### src/rtl/branch_predictor.sv
// Dynamic branch predictor for the IF stage: static, bimodal or gshare lookup
// over a table of saturating counters, trained non-speculatively from EX.
module branch_predictor #(
  parameter int XLEN      = 64,
  parameter int IDX_BITS  = 4,
  parameter int CTR_BITS  = 2,
  parameter int HIST_BITS = 4,
  parameter int MODE      = 1,
  parameter int STAT_W    = 32
) (
  input  logic                 clk,
  input  logic                 reset,
  input  logic [XLEN-1:0]      lookup_pc,
  input  logic [31:0]          lookup_instruction,
  output logic                 predict_is_branch,
  output logic                 predict_taken,
  output logic [XLEN-1:0]      predict_target,
  output logic [IDX_BITS-1:0]  predict_index,
  input  logic                 update_valid,
  input  logic [IDX_BITS-1:0]  update_index,
  input  logic                 update_taken,
  input  logic                 update_mispredict,
  output logic [HIST_BITS-1:0] ghr_out,
  output logic [STAT_W-1:0]    stat_branches,
  output logic [STAT_W-1:0]    stat_mispredicts
);

  localparam int ENTRIES = 1 << IDX_BITS;
  localparam logic [CTR_BITS-1:0] CTR_WEAK = CTR_BITS'(1) << (CTR_BITS - 1);
  localparam logic [CTR_BITS-1:0] CTR_MAX  = '1;

  logic [CTR_BITS-1:0]  ctr_q [ENTRIES];
  logic [CTR_BITS-1:0]  ctr_d;
  logic [HIST_BITS-1:0] ghr_q, ghr_d;
  logic [STAT_W-1:0]    statBranches_q, statBranches_d;
  logic [STAT_W-1:0]    statMispredicts_q, statMispredicts_d;

  logic [IDX_BITS-1:0]  pcIdx;
  logic [IDX_BITS-1:0]  lookupIdx;
  logic [12:0]          bImm;
  logic [XLEN-1:0]      bImmExt;
  logic                 isBranch;
  logic                 takenPred;
  logic                 unusedBits;

  // The decoder only needs the opcode and the B-type immediate fields.
  assign unusedBits = ^lookup_instruction[24:12];

  always_comb begin
    pcIdx     = lookup_pc[IDX_BITS+1:2];
    lookupIdx = pcIdx;
    if (MODE == 2) begin
      lookupIdx = pcIdx ^ IDX_BITS'(ghr_q);
    end
    isBranch  = (lookup_instruction[6:0] == 7'b1100011);
    bImm      = {lookup_instruction[31], lookup_instruction[7],
                 lookup_instruction[30:25], lookup_instruction[11:8], 1'b0};
    bImmExt   = {{(XLEN-13){bImm[12]}}, bImm};
    takenPred = 1'b0;
    if (isBranch) begin
      takenPred = (MODE == 0) ? 1'b1 : ctr_q[lookupIdx][CTR_BITS-1];
    end
  end

  assign predict_is_branch = isBranch;
  assign predict_taken     = takenPred;
  assign predict_index     = lookupIdx;
  assign predict_target    = lookup_pc + (takenPred ? bImmExt : XLEN'(4));
  assign ghr_out           = ghr_q;
  assign stat_branches     = statBranches_q;
  assign stat_mispredicts  = statMispredicts_q;

  // Training values for the resolved branch; all counters saturate rather than wrap.
  always_comb begin
    ctr_d = ctr_q[update_index];
    if (update_taken) begin
      if (ctr_d != CTR_MAX) ctr_d = ctr_d + CTR_BITS'(1);
    end else begin
      if (ctr_d != '0) ctr_d = ctr_d - CTR_BITS'(1);
    end
    ghr_d = HIST_BITS'({ghr_q, update_taken});
    statBranches_d = statBranches_q;
    if (statBranches_q != '1) statBranches_d = statBranches_q + STAT_W'(1);
    statMispredicts_d = statMispredicts_q;
    if (update_mispredict && (statMispredicts_q != '1)) begin
      statMispredicts_d = statMispredicts_q + STAT_W'(1);
    end
  end

  always_ff @(posedge clk) begin
    if (reset) begin
      for (int i = 0; i < ENTRIES; i++) ctr_q[i] <= CTR_WEAK;
      ghr_q             <= '0;
      statBranches_q    <= '0;
      statMispredicts_q <= '0;
    end else if (update_valid) begin
      if (MODE != 0) ctr_q[update_index] <= ctr_d;
      ghr_q             <= ghr_d;
      statBranches_q    <= statBranches_d;
      statMispredicts_q <= statMispredicts_d;
    end
  end

endmodule

### config.mk
export PLATFORM = sky130hd
export DESIGN_NAME = branch_predictor
export DESIGN_NICKNAME = d
export VERILOG_FILES = /design/src/rtl/branch_predictor.sv
export SDC_FILE = /design/constraint.sdc
export NUM_CORES = 1
export LEC_CHECK = 0
export CORE_MARGIN = 2
export CORE_UTILIZATION = 40
export CTS_CLUSTER_DIAMETER = 50
export CTS_CLUSTER_SIZE = 12
export DETAILED_ROUTE_END_ITERATION = 12
export GPL_ROUTABILITY_DRIVEN = 0
export GPL_TIMING_DRIVEN = 0
export HOLD_SLACK_MARGIN = 0.05
export PLACE_DENSITY = 0.69
export SYNTH_ARGS = -nofsm -noshare
export SYNTH_HDL_FRONTEND = slang
export SYNTH_SLANG_ARGS = --single-unit
### constraint.sdc
create_clock -name clk -period 8.5 [get_ports clk]
set_clock_uncertainty 0.05 [all_clocks]
set_input_delay 1.7 -clock clk [delete_from_list [all_inputs] [get_ports clk]]
set_output_delay 1.7 -clock clk [all_outputs]
set_load 0.01 [all_outputs]
Word-level counts from Yosys, hierarchy flattened
Memory sizes are Yosys's and may differ from the RTL's.
Cells that the tools add are included.
Widths: inputs -> output; s select.
{ "op_classes": {"addsub": 5, "eq_ne": 4, "muxes": 13, "n_reduce_logical": 5} }
{ "op_table": {"columns": ["cell", "count"], "rows": [
  ["$add 32x1->32 const B", 2],
  ["$add 64x64->64", 1],
  ["$mux 64", 1],
  ["$ne 32x32->1 const B", 2],
  ["$mux 2", 4],
  ["$eq 7x7->1 const B", 1],
  ["$mux 1", 7],
  ["$mux 4", 1],
  ["$reduce_and 2->1", 2],
  ["$add 2x1->2 const B", 1],
  ["$ne 2x2->1 const B", 1],
  ["$reduce_bool 2->1", 1],
  ["$reduce_or 2->1", 1],
  ["$sub 2x1->2 const B", 1],
  ["$logic_and 1x1->1", 1]
]} }
{ "word_totals": {"ff_bits": 68, "mem_bits_rw": 32, "in_bits": 105, "out_inout_bits": 138, "wordCells": 31, "memories": 1} }
{ "mem_list": {"columns": ["name", "depth", "width", "read_ports", "rd_clocked_by_memory_dff", "write_ports", "line", "source"], "rows": [
  ["ctr_q", 16, 2, 2, 0, 16, "32", "logic [CTR_BITS-1:0] ctr_q [ENTRIES];"]
]} }

Logic depth before layout (Yosys ltp)
{ "depth": {"ltp_word": 5, "ltp_mapped": 18, "depth_no_buf": 16} }

Worst setup path after synthesis
No wires, ideal clock.
{ "synth_timing": {"path_type": "input to output", "start": "input port lookup_pc[2]", "end": "output port predict_target[57]", "t_arrival_ns": 6.199, "slack_ns": 0.551, "path_stages": 16, "n_path_buf": 2, "cell_sequence": "clkbuf_1 mux4_2 mux4_2 and3_1 ha_1 buf_2 a21oi_1 o21ai_0 a2111oi_0 o21ai_0 a31oi_1 nand3_1 a21oi_2 o21ai_2 a41oi_1 xnor2_1"} }
{ "synth_between": {"elab_chain_cells": 4} }
{ "synth_lines": {"columns": ["item", "line", "source"], "rows": [
  ["from (decl)", "13", "input logic [XLEN-1:0] lookup_pc,"],
  ["$mem_v2 16x2", null, null],
  ["$mux 1", "60", "if (isBranch) begin"],
  ["$mux 64", "68", "assign predict_target = lookup_pc + (takenPred ? bImmExt : XLEN'(4));"],
  ["$add 64x64->64 *", "68", null],
  ["to (decl)", "17", "output logic [XLEN-1:0] predict_target,"]
]} }
Mark *: on every way between the ends. The rest lies on a longest branch, timed or not.

Worst setup path in the final report
{ "layout_timing": {"start": "input port lookup_pc[2]", "end": "output port predict_target[63]"} }
Same word-level chain as after synthesis.

==> reports/metrics.cfg <==
[outcome]
status = finished clean

[synth]
synthAdderAreaFrac_pct = 10.0
yosysWarnings = 0
synth_area_leaders = dfxtp_1, edfxtp_1, ha_1, xor2_1, xnor2_1
synth_xor_area_share_pct = 12.1
syn_area_um2 = 8370
synth-main-ff-cell = dfxtp_1
ys_top_cells_by_count = nor2_1, a21oi_1, nand2_1, dfxtp_1, ha_1
async_flop_share_pct = 0
yosys.area_share.simple_pct = 23.9
synth_top_area_cell = dfxtp_1
synth_compound_area_share_pct = 17.8
synth_edf_count = 32
yosysSeqAreaShare_pct = 27.7
synth_top_area_share_pct = 16.3
syn-instance-count = 1023
synthMuxAreaShare_pct = 4.74
syn_area_per_cell_um2 = 8.18
synth_most_common_cell = nor2_1
synth_cell_types = 69
synth-seq-cells = 100
synth_top_family_by_area = simple AND/OR/NAND/NOR gates
synth_fp_nets = 1193

[routing]
wl_per_cell_um = 16.6
via_per_inst = 5.44
drc_errors = 0
first_iter_violations = 353
drt.antenna.violating_nets = 0
routed_wl_mm = 25.7
drtPass1Iterations = 4
vias = 8421

[floorplan]
dieArea_um2 = 22100
die_x_um = 149
fp.dieH_um = 149
rows = 52
initial_utilization_pct = 41.1
fp.coreArea_um2 = 20400
pin_count = 243

[clocking]
clock_latency_ns = 0.35
clock-sinks = 100
clkTransAtPathRegs_ns = 0.07
cts_tree = done
numCtsBuffers = 9
cts-root-buf = clkbuf_16
h-tree-depth = 3
cts_buffer_depth = 2
hold_buffers = 0

[pwr]
irDropWorstVdd_uv = 85.3
p_per_area_nw_per_um2 = 97.4
cellLeakagePower_nw = 4.65

[layout]
diodes = 0
drive_gt1_share_pct = 9.93
syn2layout_area_growth_pct = 39.7
layout.core_utilization_pct = 57.4
fin_nets = 1444

[timing]
setup_violations = 0
tightest_slew_ns = 0.864
slew-limit-headroom_pct = 42.0
fmaxAchievable_mhz = 119
setup_tns_ns = 0
final_hold_viol_count = 0
post-route-min-period_ns = 8.40
drv_slew = 0
rsz0062_at_grt = yes
period_share_pct = 98.8

[setup_path]
startpoint_type = primary input
path_class = in2out
cp_num_buf_inv = 6
reg2reg_depth = 10
path_cells = clkdlybuf4s50_1 > clkbuf_8 > mux4_2 > mux4_2 > and3_4 > buf_12 > ha_1 > clkbuf_1 > nand2_1 > o21bai_1 > a21o_1 > a31oi_2 > buf_4 > nand3_1 > nand2_2 > o31ai_4 > a21oi_2 > xor2_1 > clkdlybuf4s50_1
crit_cells = 19
required_ns = 6.75
cpPeakStageDelay_ns = 0.56
cp-end-kind = primary output
cpMaxStageDelayCell = clkdlybuf4s50_1
crit_family = buffers and inverters
arrival_ns = 6.65
cp_max_fo = 29

[flow_run]
max-cap-violations = 0

[worst_hold_path]
hold_depth = 2
hold_path_class = reg2reg

[global_routing]
antenna_found_initial = 0
grt_max_degree = 30
overflow = 0
grt_first_pass_wirelength_mm = 40.5
globalRouteTotalUtil_pct = 22.4
grt_pass1_vias = 7966

[place]
portBuffers = 227
hpwl_mm = 19.8

-- cells in the final DEF (no fill, tap or decap), drive strengths merged, types with 3 or more instances in the layout --
cell type,synthesis,routed
clkdlybuf4s50,0,207
nor2,124,124
a21oi,94,94
nand2,87,87
dfxtp,68,68
ha,64,64
xor2,61,61
xnor2,55,55
nand3,50,50
o21ai,48,48
clkbuf,35,38
nand4,33,33
edfxtp,32,32
inv,30,32
buf,11,30
a21o,28,28
nor3,22,22
nand2b,20,20
and3,19,20
o21bai,16,16
mux4,14,14
or3,11,11
dlymetal6s2s,0,11
o211ai,10,10
nor2b,9,9
and4,8,8
mux2i,7,7
dlygate4sd2,0,7
and2,7,7
a31oi,7,7
o21a,6,6
or2,6,6
a211oi,5,5
clkinv,0,5
o31ai,4,4
nor4,3,3
a41oi,3,3
-- worst register-to-register path: cells and delay by family (launching register included) --
kind	cells	cell delay (ns)
and+or+nand+nor	8	1.38
xor gates and xnor gates	1	0.15
DFF	1	0.45
AOI/OAI and AO/OA	1	0.63
-- repair_timing --
item / 4_1_cts / 5_1_grt
endpoints found under the setup margin: 34 / 26
setup buffers: 8 / 9
gates cloned: 1 / 0
pin swaps: 10 / 11
gates resized for setup: 50 / 37
-- path summary, 6_finish.rpt --
| kind | startpoint | end | slack [ns] |
|---|---|---|---|
| setup / recovery | lookup_pc[2] | predict_target[63] | 0.10 |
| hold / removal | stat_branches[29]$_SDFFE_PP0P_ | stat_branches[29]$_SDFFE_PP0P_ | 0.45 |
| setup reg to reg | stat_branches[7]$_SDFFE_PP0P_ | stat_branches[27]$_SDFFE_PP0P_ | 5.71 |
| hold reg to reg | stat_branches[29]$_SDFFE_PP0P_ | stat_branches[29]$_SDFFE_PP0P_ | 0.45 |
-- flip-flops by register name, summed over array words and instances, names as in the netlist --
| signal | flops |
|---|---|
| ctr_q | 32 |
| stat_branches | 32 |
| stat_mispredicts | 32 |
| ghr_out | 4 |
-- power by group --
part           switching [W]  internal, W
Clock               0.000195     0.000206
Sequential        0.00000391     0.000497
Combinational       0.000116     0.000120
-- kinds of logic after synthesis --
logic type | Yosys count
buffers and inverters | 76
adders and majority gates | 67
and+or+nand+nor | 404
AOI/OAI and AO/OA | 238
DFF | 100
muxes | 22
xor gates and xnor gates | 116
-- per-layer routing --
| metal | GRT usage [%] | vias up | wire (um) |
|---|---|---|---|
| met3 | 3.96 | 31 | 1910 |
| met1 | 30.8 | 3915 | 11500 |
| met4 | 4.95 | 0 | 365 |
| met2 | 37.0 | 290 | 11900 |
| met5 | 0 | - | 0 |
| li1 | - | 4185 | - |
-- final cells by class --
type / count / area [um2]
fill: 1841 / 8670
multi-input combinational: 848 / 6000
timing repair buffer: 245 / 2430
sequential: 100 / 2320
tap: 270 / 338
clock buffer: 9 / 225
buffer: 40 / 186
inverter: 30 / 113
clock inverter: 7 / 72.6
-- per-stage QoR --
step           area [um2]  total power (W)  hold WS (ns)  cells  worst slack [ns]
6_report            11700          0.00114         0.454   1549             0.100
5_1_grt             11700          0.00119         0.491   1549            -0.125
4_1_cts             11500          0.00115         0.453   1545           0.00283
3_5_place_dp        11000         0.000742         0.447   1521            -0.887
3_3_place_gp        11000         0.000740         0.428   1520             -1.73
2_1_floorplan        8370         0.000625         0.465   1023             0.551
Power figures use the tool's default switching activity.
